## config.mk

```make
export PLATFORM = sky130hd
export DESIGN_NAME = student_tlul_sram_bridge
export DESIGN_NICKNAME = d
export VERILOG_FILES = /design/src/rtl/tlul_pkg.sv /design/src/rtl/student_tlul_sram_bridge.sv
export SDC_FILE = /design/constraint.sdc
export NUM_CORES = 1
export LEC_CHECK = 0
export ABC_AREA = 1
export ABC_CLOCK_PERIOD_IN_PS = 1900
export BUFFER_PORTS_ARGS = -buffer_cell sky130_fd_sc_hd__clkbuf_2
export CAP_MARGIN = 20
export CORE_AREA = 2 2 146 148
export CTS_CLUSTER_SIZE = 20
export DETAILED_ROUTE_END_ITERATION = 8
export DIE_AREA = 0 0 148 150
export PLACE_DENSITY = 0.87
export RECOVER_POWER = 50
export SLEW_MARGIN = 20
export SYNTH_ARGS = -nofsm -noshare
export SYNTH_HDL_FRONTEND = slang
export SYNTH_SLANG_ARGS = --single-unit
```

## constraint.sdc

```tcl
create_clock -name clk_i -period 1.9 [get_ports clk_i]
set_clock_uncertainty 0.1 [all_clocks]
set_input_delay 0 -clock clk_i [delete_from_list [all_inputs] [get_ports clk_i]]
set_output_delay 0 -clock clk_i [all_outputs]
set_load 0.05 [all_outputs]
```

## src/rtl/tlul_pkg.sv

```systemverilog
// TL-UL type definitions shared by the SRAM bridge and the hosts that drive it.
// Only the subset of TileLink-UL carried on the single-beat 32-bit fabric is
// modelled: A channel request plus d_ready (host->device), D channel response
// plus a_ready (device->host).
package tlul_pkg;

    // A channel opcodes
    localparam logic [2:0] PutFullData    = 3'h0;
    localparam logic [2:0] PutPartialData = 3'h1;
    localparam logic [2:0] Get            = 3'h4;

    // D channel opcodes
    localparam logic [2:0] AccessAck      = 3'h0;
    localparam logic [2:0] AccessAckData  = 3'h1;

    typedef struct packed {
        logic        a_valid;
        logic [2:0]  a_opcode;
        logic [2:0]  a_param;
        logic [1:0]  a_size;
        logic [7:0]  a_source;
        logic [31:0] a_address;
        logic [3:0]  a_mask;
        logic [31:0] a_data;
        logic        d_ready;
    } tl_h2d_t;

    typedef struct packed {
        logic        d_valid;
        logic [2:0]  d_opcode;
        logic [2:0]  d_param;
        logic [1:0]  d_size;
        logic [7:0]  d_source;
        logic        d_sink;
        logic [31:0] d_data;
        logic        d_error;
        logic        a_ready;
    } tl_d2h_t;

endpackage

```

## src/rtl/student_tlul_sram_bridge.sv

```systemverilog
// TL-UL device bridge onto a single-port synchronous SRAM macro.
// Decodes and checks Get / PutFullData / PutPartialData beats, strobes the
// SRAM in the accept cycle, and returns responses in order through a
// one-entry stage register followed by a RspDepth-entry response queue.
//
// Ports:
//   clk_i, rst_i   clock, synchronous active-high reset
//   tl_i           A channel + d_ready from the host
//   tl_o           a_ready + D channel to the host
//   mem_req_o      SRAM strobe (non-error accepted beat)
//   mem_we_o       1 = write
//   mem_addr_o     SRAM word address
//   mem_wdata_o    write data
//   mem_wmask_o    bit write-enable (byte mask expanded x8)
//   mem_rdata_i    read data, valid the cycle after a read strobe
//   busy_o         a response is in the stage register or queue
//   err_cnt_o      saturating count of accepted error beats
module student_tlul_sram_bridge
    import tlul_pkg::*;
#(
    parameter int          AddrWidth = 10,
    parameter logic [31:0] BaseAddr  = 32'h0001_0000,
    parameter int          RspDepth  = 4
) (
    input  logic                 clk_i,
    input  logic                 rst_i,
    input  tl_h2d_t              tl_i,
    output tl_d2h_t              tl_o,
    output logic                 mem_req_o,
    output logic                 mem_we_o,
    output logic [AddrWidth-1:0] mem_addr_o,
    output logic [31:0]          mem_wdata_o,
    output logic [31:0]          mem_wmask_o,
    input  logic [31:0]          mem_rdata_i,
    output logic                 busy_o,
    output logic [15:0]          err_cnt_o
);

    localparam int PtrW = (RspDepth > 1) ? $clog2(RspDepth) : 1;
    localparam int CntW = $clog2(RspDepth + 1);

    typedef struct packed {
        logic       err;
        logic       is_read;
        logic [7:0] source;
        logic [1:0] size;
    } stage_t;

    typedef struct packed {
        logic        err;
        logic        is_read;
        logic [7:0]  source;
        logic [1:0]  size;
        logic [31:0] data;
    } rsp_t;

    logic [CntW-1:0] occ;
    logic            stage_v;
    stage_t          stage_q;
    rsp_t            q_mem [RspDepth];
    logic [PtrW-1:0] wr_ptr, rd_ptr;

    logic [CntW:0]   fill;
    logic            a_ready, accept, a_err;
    logic            is_get, is_pf, is_pp;
    logic            d_valid, push, pop;
    rsp_t            push_entry, head;

    logic            unused_param;
    assign unused_param = ^tl_i.a_param;

    function automatic logic [PtrW-1:0] ptr_inc(input logic [PtrW-1:0] p);
        return (p == PtrW'(RspDepth - 1)) ? '0 : p + 1'b1;
    endfunction

    // Accept only while the stage entry plus queued entries leave room, so the
    // stage entry always finds a free slot when it is pushed one cycle later.
    // Deliberately independent of d_ready.
    assign fill    = {1'b0, occ} + (CntW+1)'(stage_v);
    assign a_ready = !rst_i && (fill < (CntW+1)'(RspDepth));
    assign accept  = tl_i.a_valid & a_ready;

    assign is_get = (tl_i.a_opcode == Get);
    assign is_pf  = (tl_i.a_opcode == PutFullData);
    assign is_pp  = (tl_i.a_opcode == PutPartialData);

    assign a_err = (tl_i.a_address[31:AddrWidth+2] != BaseAddr[31:AddrWidth+2])
                 | (tl_i.a_address[1:0] != 2'b00)
                 | (tl_i.a_size != 2'd2)
                 | !(is_get | is_pf | is_pp)
                 | (is_pf & (tl_i.a_mask != 4'hF));

    // SRAM is driven straight from the A channel in the accept cycle
    assign mem_req_o   = accept & !a_err;
    assign mem_we_o    = !is_get;
    assign mem_addr_o  = tl_i.a_address[AddrWidth+1:2];
    assign mem_wdata_o = tl_i.a_data;

    always_comb begin
        mem_wmask_o = '0;
        for (int i = 0; i < 4; i++) begin
            mem_wmask_o[8*i +: 8] = {8{tl_i.a_mask[i]}};
        end
    end

    // The stage cycle coincides with the SRAM read-data cycle
    assign push = stage_v;
    always_comb begin
        push_entry         = '0;
        push_entry.err     = stage_q.err;
        push_entry.is_read = stage_q.is_read;
        push_entry.source  = stage_q.source;
        push_entry.size    = stage_q.size;
        push_entry.data    = (stage_q.is_read && !stage_q.err) ? mem_rdata_i : 32'h0;
    end

    assign head    = q_mem[rd_ptr];
    assign d_valid = (occ != '0);
    assign pop     = d_valid & tl_i.d_ready;

    always_ff @(posedge clk_i) begin
        if (rst_i) begin
            stage_v   <= 1'b0;
            occ       <= '0;
            wr_ptr    <= '0;
            rd_ptr    <= '0;
            err_cnt_o <= '0;
        end else begin
            stage_v <= accept;
            if (push) wr_ptr <= ptr_inc(wr_ptr);
            if (pop)  rd_ptr <= ptr_inc(rd_ptr);
            case ({push, pop})
                2'b10:   occ <= occ + 1'b1;
                2'b01:   occ <= occ - 1'b1;
                default: ;
            endcase
            if (accept && a_err && (err_cnt_o != 16'hFFFF)) begin
                err_cnt_o <= err_cnt_o + 16'd1;
            end
        end
    end

    // Payload storage needs no reset: validity lives in stage_v / occ
    always_ff @(posedge clk_i) begin
        if (accept) begin
            stage_q.err     <= a_err;
            stage_q.is_read <= is_get;
            stage_q.source  <= tl_i.a_source;
            stage_q.size    <= tl_i.a_size;
        end
        if (push) q_mem[wr_ptr] <= push_entry;
    end

    // During reset every tl_o field is forced to zero
    always_comb begin
        tl_o         = '0;
        tl_o.a_ready = a_ready;
        if (!rst_i && d_valid) begin
            tl_o.d_valid  = 1'b1;
            tl_o.d_opcode = head.is_read ? AccessAckData : AccessAck;
            tl_o.d_error  = head.err;
            tl_o.d_source = head.source;
            tl_o.d_size   = head.size;
            tl_o.d_data   = head.data;
        end
    end

    assign busy_o = !rst_i & (stage_v | d_valid);

endmodule

```

==> Implementation_results.wiki <==
{| class="wikitable"
! Metric !! Value
|-
| Failing checks || setup timing
|-
| Highest attainable clock frequency || 505 MHz
|-
| Number of antenna violations at the first check in global routing || 1
|-
| Fin. Hold Viols || 0
|-
| HPWL after detailed placement || 14.1 mm
|-
| Largest voltage drop on the vdd net || 0.673 mV
|-
| Power Total || 17000 µW
|-
| Leading cell type in the layout, fill and taps excluded || nor2_1
|-
| All-Layer GR Usage || 21.2%
|-
| Mean cell area of the mapped netlist || 10.2 µm²
|-
| Type of element capturing the critical path || output pin
|-
| Clock tree from TritonCTS || done
|-
| Proportion of layout cells with a drive suffix above 1 || 27.2%
|-
| Routed Antenna Nets || 0
|-
| Number of library cell types mapped by synthesis || 34
|-
| Share of synthesized cell area in full adder, half adder and majority cells || 1.10%
|-
| Proportion of power drawn by the clock network || 24.2%
|-
| Xor-xnor portion of the synthesized cell area || 0.809%
|-
| Detailed-router iteration count before antenna repair || 5
|-
| Actual transition at the worst max-transition pin || 838 ps
|-
| Cell area after placement || 10700 µm²
|-
| Via count of the first global-routing pass || 7265
|-
| Cell Area, Synth || 9750 µm²
|-
| Class of the tightest hold or removal check || in2reg
|-
| Total gr overflow || 0
|-
| Insertion delay of the later-clocked pin in the worst-skew pair || 490 ps
|-
| Final-stage net count || 1314
|-
| Met3 Usage GRT || 2.74%
|-
| DRC violation count after routing || 0
|-
| Final Setup Violations || 22
|-
| Number of fillers in the final layout || 1483
|-
| Power density relative to cell area || 1260 nW/µm²
|-
| Vias per inst || 5.26
|-
| Number of max-slew violations in the final report || 0
|-
| Num CTS Buffers || 22
|-
| Largest net degree at the start of global routing || 57
|-
| Sw Ratio || 37.9%
|-
| Simple-gate area share of the yosys netlist || 15.5%
|-
| Required time at the endpoint of the critical path || 1800 ps
|-
| Static leakage || 0.00517 µW
|-
| Final WS setup || -78.8 ps
|-
| Wire length after detailed routing || 26.7 mm
|-
| Clock Tree Root || clkbuf_16
|-
| Leading cell types in the layout, fill and taps excluded || 225 x nor2_1, 188 x edfxtp_1, 104 x dlygate4sd3_1, 86 x clkbuf_2, 67 x nand2_1
|-
| Yosys warnings || 0
|-
| Status || finished with violations
|-
| WL per Instance || 18.0 µm
|-
| Layer with the highest usage || met2
|-
| Seq/Total Area, Yosys || 63.2%
|-
| Ports || 265
|-
| Clock edge transition at the registers on the reported setup and hold paths || 60 ps
|-
| Number of cell rows || 53
|-
| Hold Worst Slack || 125 ps
|-
| Logic pwr share || 42.9%
|-
| Finished layout cell area || 13500 µm²
|-
| Critical path peak fanout || 32
|-
| Number of storage elements in the synthesis netlist || 214
|-
| RSZ-0062 raised after global routing || true
|-
| Portion of netlist area occupied by mux cells || 0%
|-
| NetSw || 6430 µW
|-
| WS Path Type || reg2out
|-
| Die outline width || 148 µm
|-
| Share of the synthesized area in compound gates (AO/OA/AOI/OAI) || 8.51%
|-
| H-tree depth reported by CTS || 1
|-
| Relative max-transition margin || 44.2%
|-
| Number of standard cells after synthesis || 953
|-
| Number of maximum-capacitance violations || 0
|-
| Register share of total power || 32.8%
|-
| Vertical extent of the die || 150 µm
|-
| Count of input and output buffers || 171
|-
| Vias after detailed routing || 7785
|-
| Placer's final routability congestion estimate || 0.853
|-
| Met1 track utilization from global routing || 24.4%
|-
| Die Area || 22200 µm²
|-
| GRT met2 Usage || 40.6%
|-
| Signed area change from the synthesized netlist to the final layout || 38.3%
|-
| Post-Route Utilization || 65.1%
|-
| Post-layout min period || 1980 ps
|-
| Num Clock Sinks || 214
|-
| Final worst path period share || 104%
|-
| Drt first-iter violations || 544
|-
| Main combinational cell family by area after synthesis || simple AND/OR/NAND/NOR gates
|-
| Crit path arrival time || 1880 ps
|-
| Core area || 20700 µm²
|-
| Initial Util || 47.1%
|-
| Buffer depth of the longest clock path || 3
|-
| Internal power consumption || 10500 µW
|-
| Wire length of the first global-routing pass || 36.9 mm
|-
| Startpoint type of the worst setup path || flip-flop
|}
[what timing repair did]
item / 4_1_cts / 5_1_grt
hold buffers: 104 / 0
setup endpoints to repair: 45 / 62
buffers inserted: 5 / 4
cloned: 2 / 10
pin swaps: 2 / 34
resized for setup: 127 / 145
hold endpoints to repair: 208 / 0
[flip-flops by register name, summed over array words and instances (netlist names), named ones only]
name and cells:
wr_ptr 2, q_mem 176, err_cnt_o 16, rd_ptr 2, occ 3, push_entry 12, push 1
[cells in the mapped netlist]
cell type    n  area (µm²)
nor2_1     251         942
edfxtp_1   188        5650
buf_4       81         608
o21ai_0     81         405
nand2_1     67         251
inv_1       65         244
a21oi_1     61         305
clkbuf_1    29         109
dfxtp_1     26         521
nand3_1     17        85.1
nand4_1     15        93.8
o21ai_1     13        65.1
buf_2       10        50.1
xor2_1       8        70.1
ha_1         7        87.6
inv_2        7        26.3
a21oi_2      5        43.8
nor3_1       3        15.0
nor4_1       3        18.8
nand3_2      2        20.0
and2_1       1        6.26
and3b_1      1        8.76
buf_1        1        3.75
buf_6        1        11.3
clkinv_1     1        3.75
conb_1       1        3.75
fa_1         1        20.0
nand2_2      1        6.26
nand3b_1     1        7.51
nand4_4      1        21.3
nor2_4       1        11.3
nor2_8       1        20.0
o211a_1      1        10.0
xnor2_1      1        8.76
[stage by stage]
stage	cells	TNS (ps)	worst slack, ps
detailed placement	1312	0	88.2
finish	1479	-589	-78.8
CTS	1463	-492	-59.5
global route	1478	-2990	-178
floorplan	958	0	5.77
global placement	1312	0	104
[per-layer routing]
metal / part of all wire [%] / vias to the layer above
met5: 0 / -
met3: 8.0 / 54
li1: - / 3584
met2: 54 / 447
met1: 35 / 3700
met4: 3.0 / 0
[cell type report]
cell class | instances | area, µm² | share of cell area [%]
multi-input cells | 550 | 2990 | 22.2
flip-flops and latches | 214 | 6180 | 45.8
clock inverters | 10 | 81.3 | 0.603
inverters | 73 | 302 | 2.24
clock buffers | 30 | 612 | 4.54
diodes | 2 | 5.00 | 0.0371
repair buffers | 325 | 2970 | 22.0
well taps | 275 | 344 | 2.55
[power by group through the flow]
stage	registers [µW]	logic [µW]	clock network [µW]
4_1_cts	5560	6260	4140
3_5_place_dp	5620	4920	0
5_1_grt	5590	7660	4340
3_3_place_gp	5610	4830	0
2_1_floorplan	5590	3880	0
6_report	5570	7280	4110
[worst paths after layout]
check | slack [ps] | from | depth (start not counted) | end
setup / recovery | -80 | flip-flop | 5 | tl_o[48]
hold reg to reg | 390 | push_entry[32]$_DFFE_PN_ | 0 | q_mem[3][32]$_DFFE_PP_
setup reg to reg | 30 | push_entry[42]$_DFFE_PN_ | 3 | q_mem[0][0]$_DFFE_PP_
hold / removal | 120 | tl_i[71] | 2 | push_entry[36]$_DFFE_PN_
[critical path: stages (launching register included)]
cell and delay [ps]:
dfxtp_4 420, inv_2 120, buf_12 190, o21ai_0 360
a21oi_4 120, buf_8 170
[cells by family after synthesis]
family / after synthesis
and+or+nand+nor: 365
DFF: 214
buffers and inverters: 195
AOI/OAI and AO/OA: 161
xor gates and xnor gates: 9
adders and majority gates: 8
other: 1
Note: power is estimated with default switching activity, not from simulation.
